$ cat src/rtl/pc_sequencer_if.sv
// Fetch-side bundle for pc_sequencer: run/stall/redirect inputs and fetch/flush outputs.
// master = sequencer side, slave = environment (branch unit, imem, back end).
interface pc_sequencer_if;
   logic        enable_i;
   logic        stall_i;
   logic        fetchReady_i;
   logic        branchTaken_i;
   logic [15:0] branchTarget_i;
   logic [15:0] pc_o;
   logic        fetchValid_o;
   logic        flush_o;
   logic        busy_o;

   modport master (
      input  enable_i, stall_i, fetchReady_i, branchTaken_i, branchTarget_i,
      output pc_o, fetchValid_o, flush_o, busy_o
   );

   modport slave (
      output enable_i, stall_i, fetchReady_i, branchTaken_i, branchTarget_i,
      input  pc_o, fetchValid_o, flush_o, busy_o
   );
endinterface

$ cat src/rtl/pc_sequencer.sv
// Fetch PC sequencer: advances PC on accepted fetches, loads branch targets and runs a
// fixed-length flush. Optional redirect/flush statistics under PC_SEQ_BRANCH_STATS_EN.
module pc_sequencer #(
   parameter int unsigned FLUSH_CYCLES = 4,
   parameter logic [15:0] RESET_PC     = 16'h0000
) (
   input  logic               clock_i,
   input  logic               reset_i,
   pc_sequencer_if.master     bus
`ifdef PC_SEQ_BRANCH_STATS_EN
   ,
   output logic [15:0]        redirectCount_o,
   output logic [15:0]        flushCycleCount_o
`endif
);

   localparam int unsigned PC_W  = 16;
   localparam int unsigned CNT_W = 4;
   localparam logic [CNT_W-1:0] FLUSH_LOAD = CNT_W'(FLUSH_CYCLES - 1);

   localparam logic [1:0] ST_IDLE  = 2'd0;
   localparam logic [1:0] ST_RUN   = 2'd1;
   localparam logic [1:0] ST_FLUSH = 2'd2;

   logic [1:0]       state_q, state_d;
   logic [PC_W-1:0]  pc_q, pc_d;
   logic [CNT_W-1:0] cnt_q, cnt_d;
   logic             fetch_valid_q, fetch_valid_d;
   logic             flush_q, flush_d;
   logic             busy_q, busy_d;

   // Next-state: redirect outranks the fetch handshake; enable low freezes everything.
   always_comb begin
      state_d       = state_q;
      pc_d          = pc_q;
      cnt_d         = cnt_q;
      fetch_valid_d = fetch_valid_q;
      flush_d       = flush_q;
      busy_d        = busy_q;
      if (bus.enable_i) begin
         case (state_q)
            ST_IDLE: begin
               state_d       = ST_RUN;
               fetch_valid_d = 1'b1;
            end
            ST_RUN: begin
               if (bus.branchTaken_i) begin
                  state_d       = ST_FLUSH;
                  pc_d          = bus.branchTarget_i;
                  cnt_d         = FLUSH_LOAD;
                  flush_d       = 1'b1;
                  busy_d        = 1'b1;
                  fetch_valid_d = 1'b0;
               end else if (fetch_valid_q && bus.fetchReady_i && !bus.stall_i) begin
                  pc_d = pc_q + PC_W'(1);
               end
            end
            ST_FLUSH: begin
               if (cnt_q == '0) begin
                  state_d       = ST_RUN;
                  flush_d       = 1'b0;
                  busy_d        = 1'b0;
                  fetch_valid_d = 1'b1;
               end else begin
                  cnt_d = cnt_q - CNT_W'(1);
               end
            end
            default: state_d = ST_IDLE;
         endcase
      end
   end

   always_ff @(posedge clock_i) begin
      if (reset_i) begin
         state_q       <= ST_IDLE;
         pc_q          <= RESET_PC;
         cnt_q         <= '0;
         fetch_valid_q <= 1'b0;
         flush_q       <= 1'b0;
         busy_q        <= 1'b0;
      end else begin
         state_q       <= state_d;
         pc_q          <= pc_d;
         cnt_q         <= cnt_d;
         fetch_valid_q <= fetch_valid_d;
         flush_q       <= flush_d;
         busy_q        <= busy_d;
      end
   end

   assign bus.pc_o         = pc_q;
   assign bus.fetchValid_o = fetch_valid_q;
   assign bus.flush_o      = flush_q;
   assign bus.busy_o       = busy_q;

`ifdef PC_SEQ_BRANCH_STATS_EN
   localparam int unsigned STAT_W = 16;

   logic [STAT_W-1:0] redirect_count_q, redirect_count_d;
   logic [STAT_W-1:0] flush_cycle_count_q, flush_cycle_count_d;
   logic              redirect_c;

   assign redirect_c = bus.enable_i && (state_q == ST_RUN) && bus.branchTaken_i;

   // Saturating event counters, frozen while disabled.
   always_comb begin
      redirect_count_d    = redirect_count_q;
      flush_cycle_count_d = flush_cycle_count_q;
      if (redirect_c && (redirect_count_q != '1)) begin
         redirect_count_d = redirect_count_q + STAT_W'(1);
      end
      if (bus.enable_i && flush_q && (flush_cycle_count_q != '1)) begin
         flush_cycle_count_d = flush_cycle_count_q + STAT_W'(1);
      end
   end

   always_ff @(posedge clock_i) begin
      if (reset_i) begin
         redirect_count_q    <= '0;
         flush_cycle_count_q <= '0;
      end else begin
         redirect_count_q    <= redirect_count_d;
         flush_cycle_count_q <= flush_cycle_count_d;
      end
   end

   assign redirectCount_o   = redirect_count_q;
   assign flushCycleCount_o = flush_cycle_count_q;
`endif

endmodule

$ cat src/flat_wrapper.sv
// flat-port wrapper written by rule: the top's interface ports become plain ports
module pc_sequencer_flat 
#(
   parameter int unsigned FLUSH_CYCLES = 4,
   parameter logic [15:0] RESET_PC     = 16'h0000
)
  (clock_i, reset_i, bus_enable_i, bus_stall_i, bus_fetchReady_i, bus_branchTaken_i, bus_branchTarget_i, bus_pc_o, bus_fetchValid_o, bus_flush_o, bus_busy_o);
  pc_sequencer_if bus_i ();
  input  logic clock_i;
  input  logic reset_i;
  input wire logic [$bits(bus_i.enable_i)-1:0] bus_enable_i;
  input wire logic [$bits(bus_i.stall_i)-1:0] bus_stall_i;
  input wire logic [$bits(bus_i.fetchReady_i)-1:0] bus_fetchReady_i;
  input wire logic [$bits(bus_i.branchTaken_i)-1:0] bus_branchTaken_i;
  input wire logic [$bits(bus_i.branchTarget_i)-1:0] bus_branchTarget_i;
  output wire logic [$bits(bus_i.pc_o)-1:0] bus_pc_o;
  output wire logic [$bits(bus_i.fetchValid_o)-1:0] bus_fetchValid_o;
  output wire logic [$bits(bus_i.flush_o)-1:0] bus_flush_o;
  output wire logic [$bits(bus_i.busy_o)-1:0] bus_busy_o;
  assign bus_i.enable_i = bus_enable_i;
  assign bus_i.stall_i = bus_stall_i;
  assign bus_i.fetchReady_i = bus_fetchReady_i;
  assign bus_i.branchTaken_i = bus_branchTaken_i;
  assign bus_i.branchTarget_i = bus_branchTarget_i;
  assign bus_pc_o = bus_i.pc_o;
  assign bus_fetchValid_o = bus_i.fetchValid_o;
  assign bus_flush_o = bus_i.flush_o;
  assign bus_busy_o = bus_i.busy_o;
  pc_sequencer #(.FLUSH_CYCLES(FLUSH_CYCLES), .RESET_PC(RESET_PC)) u_core (.clock_i(clock_i), .reset_i(reset_i), .bus(bus_i));
endmodule
$ cat config.mk
export PLATFORM = sky130hd
export DESIGN_NAME = pc_sequencer_flat
export DESIGN_NICKNAME = d
export VERILOG_FILES = /design/src/rtl/pc_sequencer_if.sv /design/src/rtl/pc_sequencer.sv /design/src/flat_wrapper.sv
export SDC_FILE = /design/constraint.sdc
export NUM_CORES = 1
export LEC_CHECK = 0
export BUFFER_PORTS_ARGS = -buffer_cell sky130_fd_sc_hd__buf_2
export CAP_MARGIN = 20
export CELL_PAD_IN_SITES_DETAIL_PLACEMENT = 1
export CELL_PAD_IN_SITES_GLOBAL_PLACEMENT = 2
export CORE_UTILIZATION = 30
export CTS_CLUSTER_SIZE = 28
export DETAILED_ROUTE_END_ITERATION = 10
export PLACE_DENSITY = 0.87
export SYNTH_ARGS = -nofsm -noshare
export SYNTH_HDL_FRONTEND = slang
export SYNTH_SLANG_ARGS = --single-unit
export TNS_END_PERCENT = 10
$ cat constraint.sdc
create_clock -name clock_i -period 3.97 [get_ports clock_i]
set_input_delay 0.794 -clock clock_i [delete_from_list [all_inputs] [get_ports clock_i]]
set_output_delay 0.794 -clock clock_i [all_outputs]
set_load 0.05 [all_outputs]
==> impl_metrics.yaml <==
floorplan:
  dieWidth_um: 71.56
  initial_utilization_pct: 32.22
  rows: 24
  coreArea_um2: 4504
  die-height_um: 71.56
  io_pins: 41
  design.die.area_um2: 5120
yosys:
  ys_types: 52
  yosysMostFrequentCell: "dfxtp_1"
  yosys-top-cells-count: "dfxtp_1 (24), nor3_1 (14), nand2_1 (13)"
  yosysTopAreaCell: "dfxtp_1"
  ys_seq_area_share_pct: 33.10
  synthTopCellsByArea: "dfxtp_1 (33%), nor3_1 (4.8%), a21oi_1 (3.8%), a22oi_1 (3.6%), mux2i_1 (3.4%)"
  ys.warnings.count: 0
  syn_area_um2: 1451
  async_reset_ff_share_pct: 0
  yosysTopAreaCellShare_pct: 33.10
  synth_area_per_cell_um2: 8.154
  synth-seq-cells: 24
  synthCells: 178
  synth-edff-count: 0
  synth_nets: 203
  synthFlopType: "dfxtp_1"
routing:
  vias: 1489
  wl_met2_um: 1831
  topRoutingLayerUsed: "met4"
  drtPass1Iterations: 4
  antenna_left: 0
  met1Wirelength_um: 2042
  wirelength_um: 4084
  drt_iter0_drc: 35
  dr_wl_met3_um: 139
  wl_per_cell_um: 15.65
  vias_per_cell: 5.705
  drc: 0
worst_setup_path:
  arrival_ns: 2.46
  required_ns: 4.15
  worst_setup_path_start_kind: "input pin"
  slowest_delay_ns: 0.78
  end_kind: "register"
  critPathSlowestCell: "a21oi_1"
  r2r_slack_ns: 1.93
  path_class: "input pin to register"
  crit_top_cell: "a21oi_1"
  crit_path_max_fanout: 13
  path_cells: "buf_2 -> nand3b_1 -> a21oi_1 -> a21oi_1 -> a311oi_1"
flow_run:
  cap_violations: 0
clocking:
  cts-htree-levels: 1
  clock_latency_ns: 0.26
  post_cts.repair.setup_buffers: 0
  cts.path.max_buffers: 2
  cts_hold_buf: 0
  tritoncts: "built"
  cts_root_buf: "clkbuf_8"
  cts.clk_slew.worst_paths_ns: 0.08
  post_cts_resized: 0
  cts_sinks: 24
  numCtsBuffers: 3
placed_design:
  gp_congestion: 0.8045
  io_buffer_count: 40
  dp_hpwl_um: 2975
sta:
  drv_slew: 0
  fin_setup_tns_ns: 0
  fin_crit_ns: 2.283
  min_period_over_period_pct: 57.52
  setup_viol: 0
  maxSlewHeadroom_pct: 45.98
  clock.fmax_ghz: 0.4379
  hold_viol: 0
  worstMarginPinSlew_ns: 0.8103
  skew_ns: 0.002617
  rsz0062_at_grt: "no"
min_path:
  hold_class: "register to register"
global_routing:
  grt_max_degree: 30
  grt_use_total_pct: 17.20
  grt_pass1_wl_um: 6962
  antenna_found_initial: 0
  grt_pass1_vias: 1418
  grt_overflow_total: 0
cells_and_area:
  nets: 236
  post-route-util_pct: 37.86
  diodes: 0
  synthToLayoutAreaGrowth_pct: 17.50
  drive_gt1_share_pct: 24.40
pwr:
  finalPower_uw: 508.5
  vdd_drop_max_mv: 0.1112
  power_density_nw_per_um2: 298.2
  leakage_nw: 0.6327
outcome:
  status: "finished, final reports clean"
==> through the flow <==
stage,cell area [µm²],hold WS [ns],std cells,worst slack (ns)
final,1705,0.5236,261,1.687
after global routing,1705,0.5545,261,1.447
after CTS,1705,0.5321,261,1.682
after detailed placement,1664,0.5215,258,1.409
after global placement,1664,0.5086,258,1.496
after floorplan,1451,0.4676,178,1.927
==> cell type report <==
cell class	count	area [µm²]
Fill cell	563	2799
Timing Repair Buffer	41	207.7
Multi-Input combinational cell	134	884.6
Inverter	7	26.28
Tap cell	52	65.06
Clock buffer	3	41.29
Sequential cell	24	480.5
==> critical path, delay by kind of cell <==
kind                   cells  cell delay, ns
AO/OA/AOI/OAI              3            1.19
buffers and inverters      1            0.12
AND/OR/NAND/NOR            1            0.36
==> where the power goes <==
part	total [mW]	internal (mW)	switching (mW)	leakage, nW
clock network	0.145	0.0679	0.0773	0.0216
registers	0.265	0.251	0.0142	0.195
logic	0.0984	0.0327	0.0657	0.416
==> cell usage in the layout (no fill, tap or decap), types with 2 or more instances in the layout <==
cell type / netlist / final
a211oi_1: 4 / 4
a21o_1: 2 / 2
a21oi_1: 11 / 11
a22oi_1: 7 / 7
a31oi_1: 2 / 2
buf_2: 6 / 40
clkbuf_8: 0 / 3
dfxtp_1: 24 / 24
ha_1: 3 / 3
inv_1: 7 / 7
mux2i_1: 5 / 5
nand2_1: 13 / 13
nand2b_1: 4 / 4
nand3_1: 2 / 2
nand3b_1: 2 / 2
nand4_1: 5 / 5
nor2_1: 7 / 7
nor2b_1: 2 / 2
nor3_1: 14 / 14
nor4_1: 6 / 6
o211ai_1: 2 / 2
o21ai_0: 2 / 2
o21ai_1: 7 / 7
o22ai_1: 4 / 4
o31ai_1: 4 / 4
or4_1: 2 / 2
==> path summary, 6_finish.rpt <==
| check | start | end | cells past startpoint |
|---|---|---|---|
| worst max-delay path | bus_enable_i | u_core.bus.pc_o[0]$_SDFFE_PP0P_ | 5 |
| worst min-delay path | u_core.bus.flush_o$_SDFFE_PP0P_ | u_core.bus.flush_o$_SDFFE_PP0P_ | 2 |
| worst max register to register | u_core.state_q[0]$_SDFFE_PP0P_ | u_core.bus.pc_o[0]$_SDFFE_PP0P_ | 4 |
| worst min register to register | u_core.bus.flush_o$_SDFFE_PP0P_ | u_core.bus.flush_o$_SDFFE_PP0P_ | 2 |
==> per-layer routing <==
metal / track usage, % / vias up
li1: - / 741
met1: 24.37 / 712
met2: 26.88 / 30
met3: 1.969 / 6
met4: 6.536 / 0
met5: 0 / -
==> flip-flops by register name, indices dropped and copies added (netlist names) <==
signal / count
u_core.bus.pc_o: 16
u_core.bus.flush_o: 1
u_core.cnt_q: 4
u_core.bus.fetchValid_o: 1
u_core.state_q: 2
==> cells by family (layout without fill, tap and decap cells) <==
kind of cell,after synthesis,after routing,share of synthesized area [%]
compound gates,53,53,24.40
xor+xnor,1,1,0.6036
fa+ha+maj,3,3,2.586
buf+inv,20,51,5.949
flops,24,24,33.10
mux,6,6,4.224
simple gates,71,71,29.14
(Power assumes the default switching activity.)
